$ cat src/rtl/wb_regfile_pkg.sv
// rtl/wb_regfile_pkg.sv - opcode/funct constants, GPR indices and write-source enum for wb_regfile
package wb_regfile_pkg;

  localparam logic [5:0] OP_RTYPE = 6'h00;
  localparam logic [5:0] OP_JAL   = 6'h03;
  localparam logic [5:0] OP_ORI   = 6'h0D;
  localparam logic [5:0] OP_LUI   = 6'h0F;
  localparam logic [5:0] OP_LB    = 6'h20;
  localparam logic [5:0] OP_LH    = 6'h21;
  localparam logic [5:0] OP_LW    = 6'h23;
  localparam logic [5:0] OP_LBU   = 6'h24;
  localparam logic [5:0] OP_LHU   = 6'h25;

  localparam logic [5:0] FN_JALR  = 6'h09;
  localparam logic [5:0] FN_ADDU  = 6'h21;
  localparam logic [5:0] FN_SUBU  = 6'h23;

  localparam logic [4:0] REG_ZERO = 5'd0;
  localparam logic [4:0] REG_GP   = 5'd28;
  localparam logic [4:0] REG_SP   = 5'd29;
  localparam logic [4:0] REG_RA   = 5'd31;

  typedef enum logic [1:0] {
    SRC_ALU  = 2'd0,
    SRC_MEM  = 2'd1,
    SRC_LINK = 2'd2
  } wsrc_e;

endpackage

$ cat src/rtl/wb_load_ext.sv
// rtl/wb_load_ext.sv - load data selection and extension; sub-word loads only with WB_SUBWORD_LOAD_EN
module wb_load_ext
  import wb_regfile_pkg::*;
(
  input  logic [31:0] dr_i,
  input  logic [1:0]  addr_lo_i,
  input  logic [5:0]  op_i,
  output logic [31:0] data_o
);

`ifdef WB_SUBWORD_LOAD_EN
  logic [7:0]  byte_s;
  logic [15:0] half_s;

  always_comb begin
    case (addr_lo_i)
      2'd0:    byte_s = dr_i[7:0];
      2'd1:    byte_s = dr_i[15:8];
      2'd2:    byte_s = dr_i[23:16];
      default: byte_s = dr_i[31:24];
    endcase
    half_s = addr_lo_i[1] ? dr_i[31:16] : dr_i[15:0];
  end

  always_comb begin
    case (op_i)
      OP_LB:   data_o = {{24{byte_s[7]}}, byte_s};
      OP_LBU:  data_o = {24'd0, byte_s};
      OP_LH:   data_o = {{16{half_s[15]}}, half_s};
      OP_LHU:  data_o = {16'd0, half_s};
      default: data_o = dr_i;
    endcase
  end
`else
  logic unused_sel;
  assign unused_sel = ^{addr_lo_i, op_i};
  assign data_o     = dr_i;
`endif

endmodule

$ cat src/rtl/wb_regfile.sv
// rtl/wb_regfile.sv - writeback-stage decode and 32x32 GPR file with write-through bypass
// Optional sub-word loads (lb/lbu/lh/lhu) enabled by WB_SUBWORD_LOAD_EN.
module wb_regfile
  import wb_regfile_pkg::*;
#(
  parameter logic [31:0] GP_INIT = 32'h0000_1800,
  parameter logic [31:0] SP_INIT = 32'h0000_2FFC
) (
  input  logic        clk,
  input  logic        reset,
  input  logic [31:0] IR_W,
  input  logic [31:0] PC4_W,
  input  logic [31:0] AO_W,
  input  logic [31:0] DR_W,
  input  logic [4:0]  RA1,
  input  logic [4:0]  RA2,
  output logic [31:0] RD1,
  output logic [31:0] RD2,
  output logic        WE_W,
  output logic [4:0]  WA_W,
  output logic [31:0] WD_W,
  output logic [31:0] RETIRED
);

  logic [5:0]  op, funct;
  logic [4:0]  rt, rd;
  logic        we_raw;
  wsrc_e       wsrc;
  logic [31:0] load_data;
  logic [31:0] gpr_q [0:31];
  logic [31:0] retired_q, retired_d;
  logic        unused_ir;

  assign op        = IR_W[31:26];
  assign rt        = IR_W[20:16];
  assign rd        = IR_W[15:11];
  assign funct     = IR_W[5:0];
  assign unused_ir = ^{IR_W[25:21], IR_W[10:6]};

  always_comb begin
    we_raw = 1'b0;
    WA_W   = rd;
    wsrc   = SRC_ALU;
    case (op)
      OP_RTYPE: begin
        if (funct == FN_ADDU || funct == FN_SUBU) begin
          we_raw = 1'b1;
        end else if (funct == FN_JALR) begin
          we_raw = 1'b1;
          wsrc   = SRC_LINK;
        end
      end
      OP_ORI, OP_LUI: begin
        we_raw = 1'b1;
        WA_W   = rt;
      end
`ifdef WB_SUBWORD_LOAD_EN
      OP_LW, OP_LB, OP_LBU, OP_LH, OP_LHU: begin
`else
      OP_LW: begin
`endif
        we_raw = 1'b1;
        WA_W   = rt;
        wsrc   = SRC_MEM;
      end
      OP_JAL: begin
        we_raw = 1'b1;
        WA_W   = REG_RA;
        wsrc   = SRC_LINK;
      end
      default: we_raw = 1'b0;
    endcase
  end

  // Writes aimed at $0 are squashed here so forwarding logic never sees them.
  assign WE_W = we_raw && (WA_W != REG_ZERO);

  wb_load_ext u_load_ext (
    .dr_i      (DR_W),
    .addr_lo_i (AO_W[1:0]),
    .op_i      (op),
    .data_o    (load_data)
  );

  always_comb begin
    case (wsrc)
      SRC_MEM:  WD_W = load_data;
      SRC_LINK: WD_W = PC4_W + 32'd4;
      default:  WD_W = AO_W;
    endcase
  end

  always_comb begin
    if (RA1 == REG_ZERO)                RD1 = 32'd0;
    else if (WE_W && RA1 == WA_W)       RD1 = WD_W;
    else                                RD1 = gpr_q[RA1];
    if (RA2 == REG_ZERO)                RD2 = 32'd0;
    else if (WE_W && RA2 == WA_W)       RD2 = WD_W;
    else                                RD2 = gpr_q[RA2];
  end

  assign retired_d = (IR_W != 32'd0) ? retired_q + 32'd1 : retired_q;
  assign RETIRED   = retired_q;

  always_ff @(posedge clk) begin
    if (!reset) begin
      gpr_q         <= '{default: 32'd0};
      gpr_q[REG_GP] <= GP_INIT;
      gpr_q[REG_SP] <= SP_INIT;
      retired_q     <= 32'd0;
    end else begin
      if (WE_W) gpr_q[WA_W] <= WD_W;
      retired_q <= retired_d;
    end
  end

endmodule

$ cat config.mk
export PLATFORM = sky130hd
export DESIGN_NAME = wb_regfile
export DESIGN_NICKNAME = d
export VERILOG_FILES = /design/src/rtl/wb_regfile_pkg.sv /design/src/rtl/wb_load_ext.sv /design/src/rtl/wb_regfile.sv
export SDC_FILE = /design/constraint.sdc
export NUM_CORES = 2
export LEC_CHECK = 0
export CAP_MARGIN = 10
export CORE_ASPECT_RATIO = 2
export CORE_MARGIN = 2
export CORE_UTILIZATION = 25
export DETAILED_ROUTE_END_ITERATION = 12
export PLACE_DENSITY_LB_ADDON = 0.05
export SLEW_MARGIN = 5
export SYNTH_ARGS = -nofsm -noshare
export SYNTH_HDL_FRONTEND = slang
export SYNTH_SLANG_ARGS = --single-unit
$ cat constraint.sdc
create_clock -name clk -period 3.48 [get_ports clk]
set_input_delay 0.348 -clock clk [delete_from_list [all_inputs] [get_ports clk]]
set_output_delay 0.348 -clock clk [all_outputs]
set_load 0.01 [all_outputs]
### After elaboration in Yosys (flattened, before gate mapping)

Index checks and enable logic that the tools add are counted.

| operators by class | value |
|---|---|
| equal/unequal tests | 11 |
| magnitude comparators | 4 |
| reduce and logical (&&, ||, !) cells | 12 |
| add/subtract/negate cells | 2 |
| bitwise logic cells | 3 |
| muxes and demuxes | 21 |

Operators with widths:

| kind | number |
|---|---|
| bitwise mux 1024 bit | 1 |
| binary-select mux 32 bit (select 5 bit) | 2 |
| 2-to-1 mux 32 bit | 9 |
| demux 32 bit (select 5 bit) | 1 |
| one-hot mux 32 bit (2 select lines) | 1 |
| adder 32 x 1 -> 32 bit, second input constant | 1 |
| adder 32 x 3 -> 32 bit, second input constant | 1 |
| nonzero test 32 bit | 1 |
| == test 6 x 4 -> 1 bit, second input constant | 3 |
| == test 6 bit, second input constant | 3 |
| >= comparator 6 bit, second input constant | 3 |
| inverter 5 -> 6 bit | 3 |
| == test 5 bit | 2 |
| zero test 5 bit | 2 |
| one-hot mux 5 bit (2 select lines) | 1 |
| == test 6 x 2 -> 1 bit, second input constant | 1 |
| zero test 6 bit | 1 |
| < comparator 6 x 1 -> 1 bit, second input constant | 1 |
| one-hot mux 2 bit (3 select lines) | 1 |
| nonzero test 5 bit | 1 |
| logical AND 1 bit | 4 |
| 2-to-1 mux 2 bit | 2 |
| OR reduction 4 bit | 1 |
| OR reduction 3 bit | 1 |
| other kinds (5) | 6 |

| storage, ports and cells | value |
|---|---|
| register bits | 1056 |
| output and inout port bits | 134 |
| word-level logic and storage cells | 86 |

### Depth between registers and ports, before layout

| logic depth | value |
|---|---|
| depth in word-level cells | 9 |
| depth in mapped cells | 17 |

### By module

A second synthesis with hierarchy kept.

| second synthesis, totals | value |
|---|---|
| cells, all modules | 5525 |
| area total of the unflattened synthesis | 57485.1 sq um |

By module, submodules not included:

| module | area an instance (sq um) | cells an instance | instances | sequential area each (sq um) |
|---|---|---|---|---|
| wb_regfile | 57244.9 | 5493 | 1 | 21140.3 |
| wb_load_ext | 240.2 | 32 | 1 | 0.0 |

### Least setup slack after synthesis

No wires, ideal clock.

| path | value |
|---|---|
| kind | input to output |
| start point | input IR_W[29] |
| end point | output RD1[21] |
| path buffers | 7 |
| arrival | 3547 ps |
| stages on the path | 15 |
| required time | 3132 ps |
| setup slack | -415 ps |
| cells stage by stage | buf_2 > or3b_1 > buf_2 > or2_1 > buf_2 > clkbuf_1 > and2_1 > ha_1 > nor2b_1 > clkbuf_1 > clkbuf_1 > a22oi_1 > o21a_1 > clkbuf_1 > a211oi_1 |

| on the way | value |
|---|---|
| cells in the longest elaborated chain, start to end | 8 |

Ends and longest elaborated chain:

| element | line | text |
|---|---|---|
| start, declared | wb_regfile.sv:11 | `input logic [31:0] IR_W,` |
| == test 6 bit or == test 6 x 4 -> 1 bit (tied branches) | wb_regfile.sv:44 | `case (op)` |
| OR reduction 3 bit (no source line) | n/a |  |
| one-hot mux 5 bit (2 select lines) | wb_regfile.sv:44 |  |
| nonzero test 5 bit | wb_regfile.sv:76 | `assign WE_W = we_raw && (WA_W != REG_ZERO);` |
| logical AND 1 bit | wb_regfile.sv:76 |  |
| logical AND 1 bit | wb_regfile.sv:95 | `else if (WE_W && RA1 == WA_W) RD1 = WD_W;` |
| 2-to-1 mux 32 bit (*) | wb_regfile.sv:95 |  |
| 2-to-1 mux 32 bit (*) | wb_regfile.sv:94 | `if (RA1 == REG_ZERO) RD1 = 32'd0;` |
| end, declared | wb_regfile.sv:17 | `output logic [31:0] RD1,` |

Every way passes the cells marked *; elsewhere a longest branch is shown, timed or not.

### Worst setup path after layout

| path | value |
|---|---|
| start point | input IR_W[27] |
| end point | output RD2[25] |

| on the way | value |
|---|---|
| cells in the longest elaborated chain, start to end | 8 |

Ends and longest elaborated chain:

| element | line | text |
|---|---|---|
| == test 6 bit or == test 6 x 4 -> 1 bit (tied branches) | wb_regfile.sv:44 |  |
| OR reduction 3 bit (no source line) | n/a |  |
| one-hot mux 5 bit (2 select lines) | wb_regfile.sv:44 |  |
| nonzero test 5 bit | wb_regfile.sv:76 |  |
| logical AND 1 bit | wb_regfile.sv:76 |  |
| logical AND 1 bit | wb_regfile.sv:98 | `else if (WE_W && RA2 == WA_W) RD2 = WD_W;` |
| 2-to-1 mux 32 bit (*) | wb_regfile.sv:98 |  |
| 2-to-1 mux 32 bit (*) | wb_regfile.sv:97 | `if (RA2 == REG_ZERO) RD2 = 32'd0;` |
| end, declared | wb_regfile.sv:18 | `output logic [31:0] RD2,` |

Marks and branches as above.

==> run summary <==
The run finished with clean final reports. In this run, the number of DRC markers left after iteration 0 of detailed routing was 3172. The flip-flop and latch count after synthesis came out at 1056. In this run, synthesis inferred 0 flip-flops with an integrated enable.

The flip-flop cell with the highest count after synthesis is sky130_fd_sc_hd__dfxtp_1. For this run, the total global-route usage over all layers was measured as 0.2490. The adder and majority cell fraction of the synthesized area is 0.0008744. The minimum clock period after layout came out at 3.477 ns. Entering global routing, the biggest net connects 150 pins. TritonCTS built the clock tree. The post-route standard cell area excluding fillers is 74040 um^2.

The fraction of registers with async set or reset after synthesis came out at 0. Tracing the worst setup path back leads to its startpoint at IR_W[27]. 274 I/O pins were placed. The layout-stage area growth over the synthesis result came out at 29.35%. From left edge to right edge, the die measures 342.3 um.

Clock-pin slew was measured on the worst setup and hold paths at 0.06 ns. The compound-gate portion of the synthesized area is 0.1841. The register area came out at 21140 um^2. The final number of max-transition violations came out at 0.

In this run the worst path has a maximum fanout of 5. The post-route DRC violation count is 0. For this run, the number of standard cells in the final layout without fillers is 9028. The proportion of synthesized area in mux cells is 0.2570. The area of the die is 233000 um^2.

The met1 layer wirelength in the final routing came out at 116700 um. The routed length on met2 is 156800 um. Of the available clock period, the critical path in the final layout requires 0.9991. The number of nets in the layout is 6076.

Setup repair after global routing could not meet its margin everywhere. Synthesis instantiated 67 different standard cells from the library. The initial antenna violation count came to 11. For this block, the routed nets add up to 293900 um of wire. The area share of and/or/nand/nor cells after synthesis came out at 0.1331. The share of the Yosys chip area taken by registers is 0.3694. The ratio of cells with drive above 1 in the final layout came out at 0.2968. Using the TritonRoute via totals, the vias-per-cell ratio works out to 5.270.

The number of cell rows is 248. The number of buffers created by CTS is 111. The length of the first detailed-routing pass in iterations is 8. The number of nets handed over by synthesis was 5648. The core area is 227800 um^2. The detailed placer's ending HPWL is 200600 um. After detailed placement, the design holds a cell count of 8767. In the post-synthesis netlist, the biggest area contributors are sky130_fd_sc_hd__dfxtp_1 (37%), sky130_fd_sc_hd__mux4_2 (25%), sky130_fd_sc_hd__nand2_1 (9.7%). The first global-routing pass estimated 405700 um of wire.

The clock latency of the later-clocked register in the worst-skew pair came out at 0.77 ns. The data required time at the worst endpoint came out at 3.13 ns. In this run the clock root is driven by a sky130_fd_sc_hd__clkbuf_16. The measured slew at the worst slew-check pin came out at 1.032 ns. The worst hold path begins at gpr_q[969].

The library cell occupying the most area in the post-synthesis netlist is sky130_fd_sc_hd__dfxtp_1. The number of global-route vias before repair was 48659. The vertical die dimension came out at 680.7 um.

The uppermost layer routed is met5. The number of buffers on the longest clock path is 3. The maximum clock rate came out at 287.6 MHz. The clock tree synthesis step divided the H-tree into 3 levels.

The tightest min-delay check is of the flip-flop to flip-flop type. The total vias in the final route came out at 47576. After synthesis, the largest family of logic cells by area is multiplexers. The relative slew slack is 0.3118. The clock skew after layout came out at 0.01652 ns. Setup violations remaining at the end of the flow were counted as 0. The multi-input combinational cells in the finished layout cover a total of 34590 um^2.

The launch instance of the worst register-to-register path is RETIRED[3]. Synthesis produced 5504 cells. The post-placement cell area is 69140 um^2. After synthesis, the mean cell area works out to 10.40 um^2. The top cell types in the final layout, fill and taps aside, are sky130_fd_sc_hd__nand2_1 (1474), sky130_fd_sc_hd__dfxtp_1 (1056), sky130_fd_sc_hd__mux4_2 (640), sky130_fd_sc_hd__o211a_1 (511), sky130_fd_sc_hd__a21boi_0 (450). The area share of the largest cell type after synthesis came out at 0.3694. Of the total synthesized cell area, the portion taken by XOR and XNOR cells is 0.008110.

The synthesized area is 57230 um^2. The Yosys step of the flow raised 0 warnings. The arrival time at the worst endpoint came out at 3.13 ns. The total number of clock tree sinks is 1056.

The routed length per instance came out at 32.56 um. For this design the ratio of total power to cell area is 381.8 nW/um^2. The peak supply drop is 0.0003818 V.

The routed design uses 11060 um of met3 wire. The total count of hold-check failures in the final report is 0. Routability-driven placement finished with a final weighted congestion of 0.8116. The initial utilization of the core area, before any placement, comes to 0.2513.

The worst setup path is launched from an input pin. The most common library cell in the layout ignoring fill and taps is sky130_fd_sc_hd__nand2_1. The critical setup path kind is input pin to output pin. The count of maximum capacitance violations came out at 0. Once detail routing completed, the nets flagged for antenna violations numbered 0. The total of buffers placed on input and output ports is 273. Summed over all cells, the static leakage comes to 31.29 nW. For this run the aggregate overflow at the end of global routing stands at 0. STA classifies the critical path endpoint as an output pin.

Counting the fill cells in the layout gives 23249.
## stage by stage
step | setup TNS, ns | hold WS (ns) | total power [W] | util | worst slack (ns)
floorplan | 0 | 0.4416 | 0.01373 | - | 0.006790
global placement | -302.72 | 0.4560 | 0.01538 | 0.3036 | -0.9553
detailed placement | -330.59 | 0.4643 | 0.01537 | 0.3036 | -0.9706
CTS | -0.05720 | 0.4539 | 0.02870 | 0.3245 | -0.02739
global route | -0.5086 | 0.4912 | 0.02918 | 0.3250 | -0.1013
finish | 0 | 0.4728 | 0.02827 | 0.3251 | 0.003153
## cell type report
type | count | area share
sequential | 1056 | 0.2855
clock inverter | 44 | 0.007453
antenna | 4 | 0.0001352
clock buffer | 161 | 0.04484
inverter | 60 | 0.003211
tap | 3000 | 0.05070
timing repair buffer | 940 | 0.1409
multi-input combinational | 3763 | 0.4672
## worst max-delay path, stage by stage
cell                        delay, ns
sky130_fd_sc_hd__buf_6           0.09
sky130_fd_sc_hd__buf_6           0.11
sky130_fd_sc_hd__buf_6           0.11
sky130_fd_sc_hd__and4bb_2        0.24
sky130_fd_sc_hd__o211ai_1        0.34
sky130_fd_sc_hd__o311a_1         0.30
sky130_fd_sc_hd__o2111ai_4       0.14
sky130_fd_sc_hd__a2111oi_4       0.31
sky130_fd_sc_hd__buf_6           0.20
sky130_fd_sc_hd__buf_12          0.15
sky130_fd_sc_hd__buf_12          0.16
sky130_fd_sc_hd__buf_12          0.13
sky130_fd_sc_hd__a211oi_4        0.03
sky130_fd_sc_hd__a211oi_2        0.25
sky130_fd_sc_hd__buf_2           0.17
## layer usage
layer | GRT usage | vias up
met5 | 0 | -
li1 | - | 21045
met3 | 0.02714 | 291
met4 | 0.07357 | 2
met1 | 0.2942 | 25119
met2 | 0.4664 | 1119
## cells in the mapped netlist (27+ instances only)
cell type / count
sky130_fd_sc_hd__nand3_1: 30
sky130_fd_sc_hd__inv_1: 59
sky130_fd_sc_hd__nand2_1: 1475
sky130_fd_sc_hd__a21boi_0: 450
sky130_fd_sc_hd__a211oi_1: 71
sky130_fd_sc_hd__xor2_1: 28
sky130_fd_sc_hd__buf_2: 91
sky130_fd_sc_hd__a22oi_1: 27
sky130_fd_sc_hd__and2_1: 88
sky130_fd_sc_hd__a211oi_2: 28
sky130_fd_sc_hd__nor2b_1: 56
sky130_fd_sc_hd__a221oi_1: 34
sky130_fd_sc_hd__nor2_1: 44
sky130_fd_sc_hd__clkbuf_1: 479
sky130_fd_sc_hd__o211a_1: 511
sky130_fd_sc_hd__buf_1: 49
sky130_fd_sc_hd__dfxtp_1: 1056
sky130_fd_sc_hd__mux4_2: 640
## flip-flops by register name (all words and copies together), names as in the netlist
signal and count:
RETIRED 32, gpr_q 1024
## power breakdown
group | total, W | switching [W] | leakage (nW) | internal, W
Combinational | 0.00300 | 0.00177 | 20.9 | 0.00123
Sequential | 0.0121 | 0.0000243 | 8.50 | 0.0121
Clock | 0.0131 | 0.00578 | 1.91 | 0.00736
Total | 0.0283 | 0.00757 | 31.3 | 0.0207
## cell families after synthesis
kind of cell               count (synthesis)
adders and majority gates                  4
and+or+nand+nor                         1824
xor gates and xnor gates                  53
muxes                                    669
buffers and inverters                    685
AOI/OAI and AO/OA                       1213
DFF                                     1056
## what timing repair did
item | in CTS | in global routing
hold buffers | 1 | 0
buffers inserted | 39 | 14
setup endpoints to repair | 96 | 77
cloned | 5 | 0
resized for setup | 373 | 59
pin swaps | 52 | 43
endpoints found under the hold margin | 4 | 0
## path summary, 6_finish.rpt
check / cells past startpoint / slack, ns / endpoint
worst max-delay path: 15 / 0.003 / RD2[25]
worst max register to register: 8 / 0.66 / RETIRED[30]
worst min-delay path: 2 / 0.47 / gpr_q[969]
worst min register to register: 2 / 0.47 / gpr_q[969]
(Power assumes the default switching activity.)
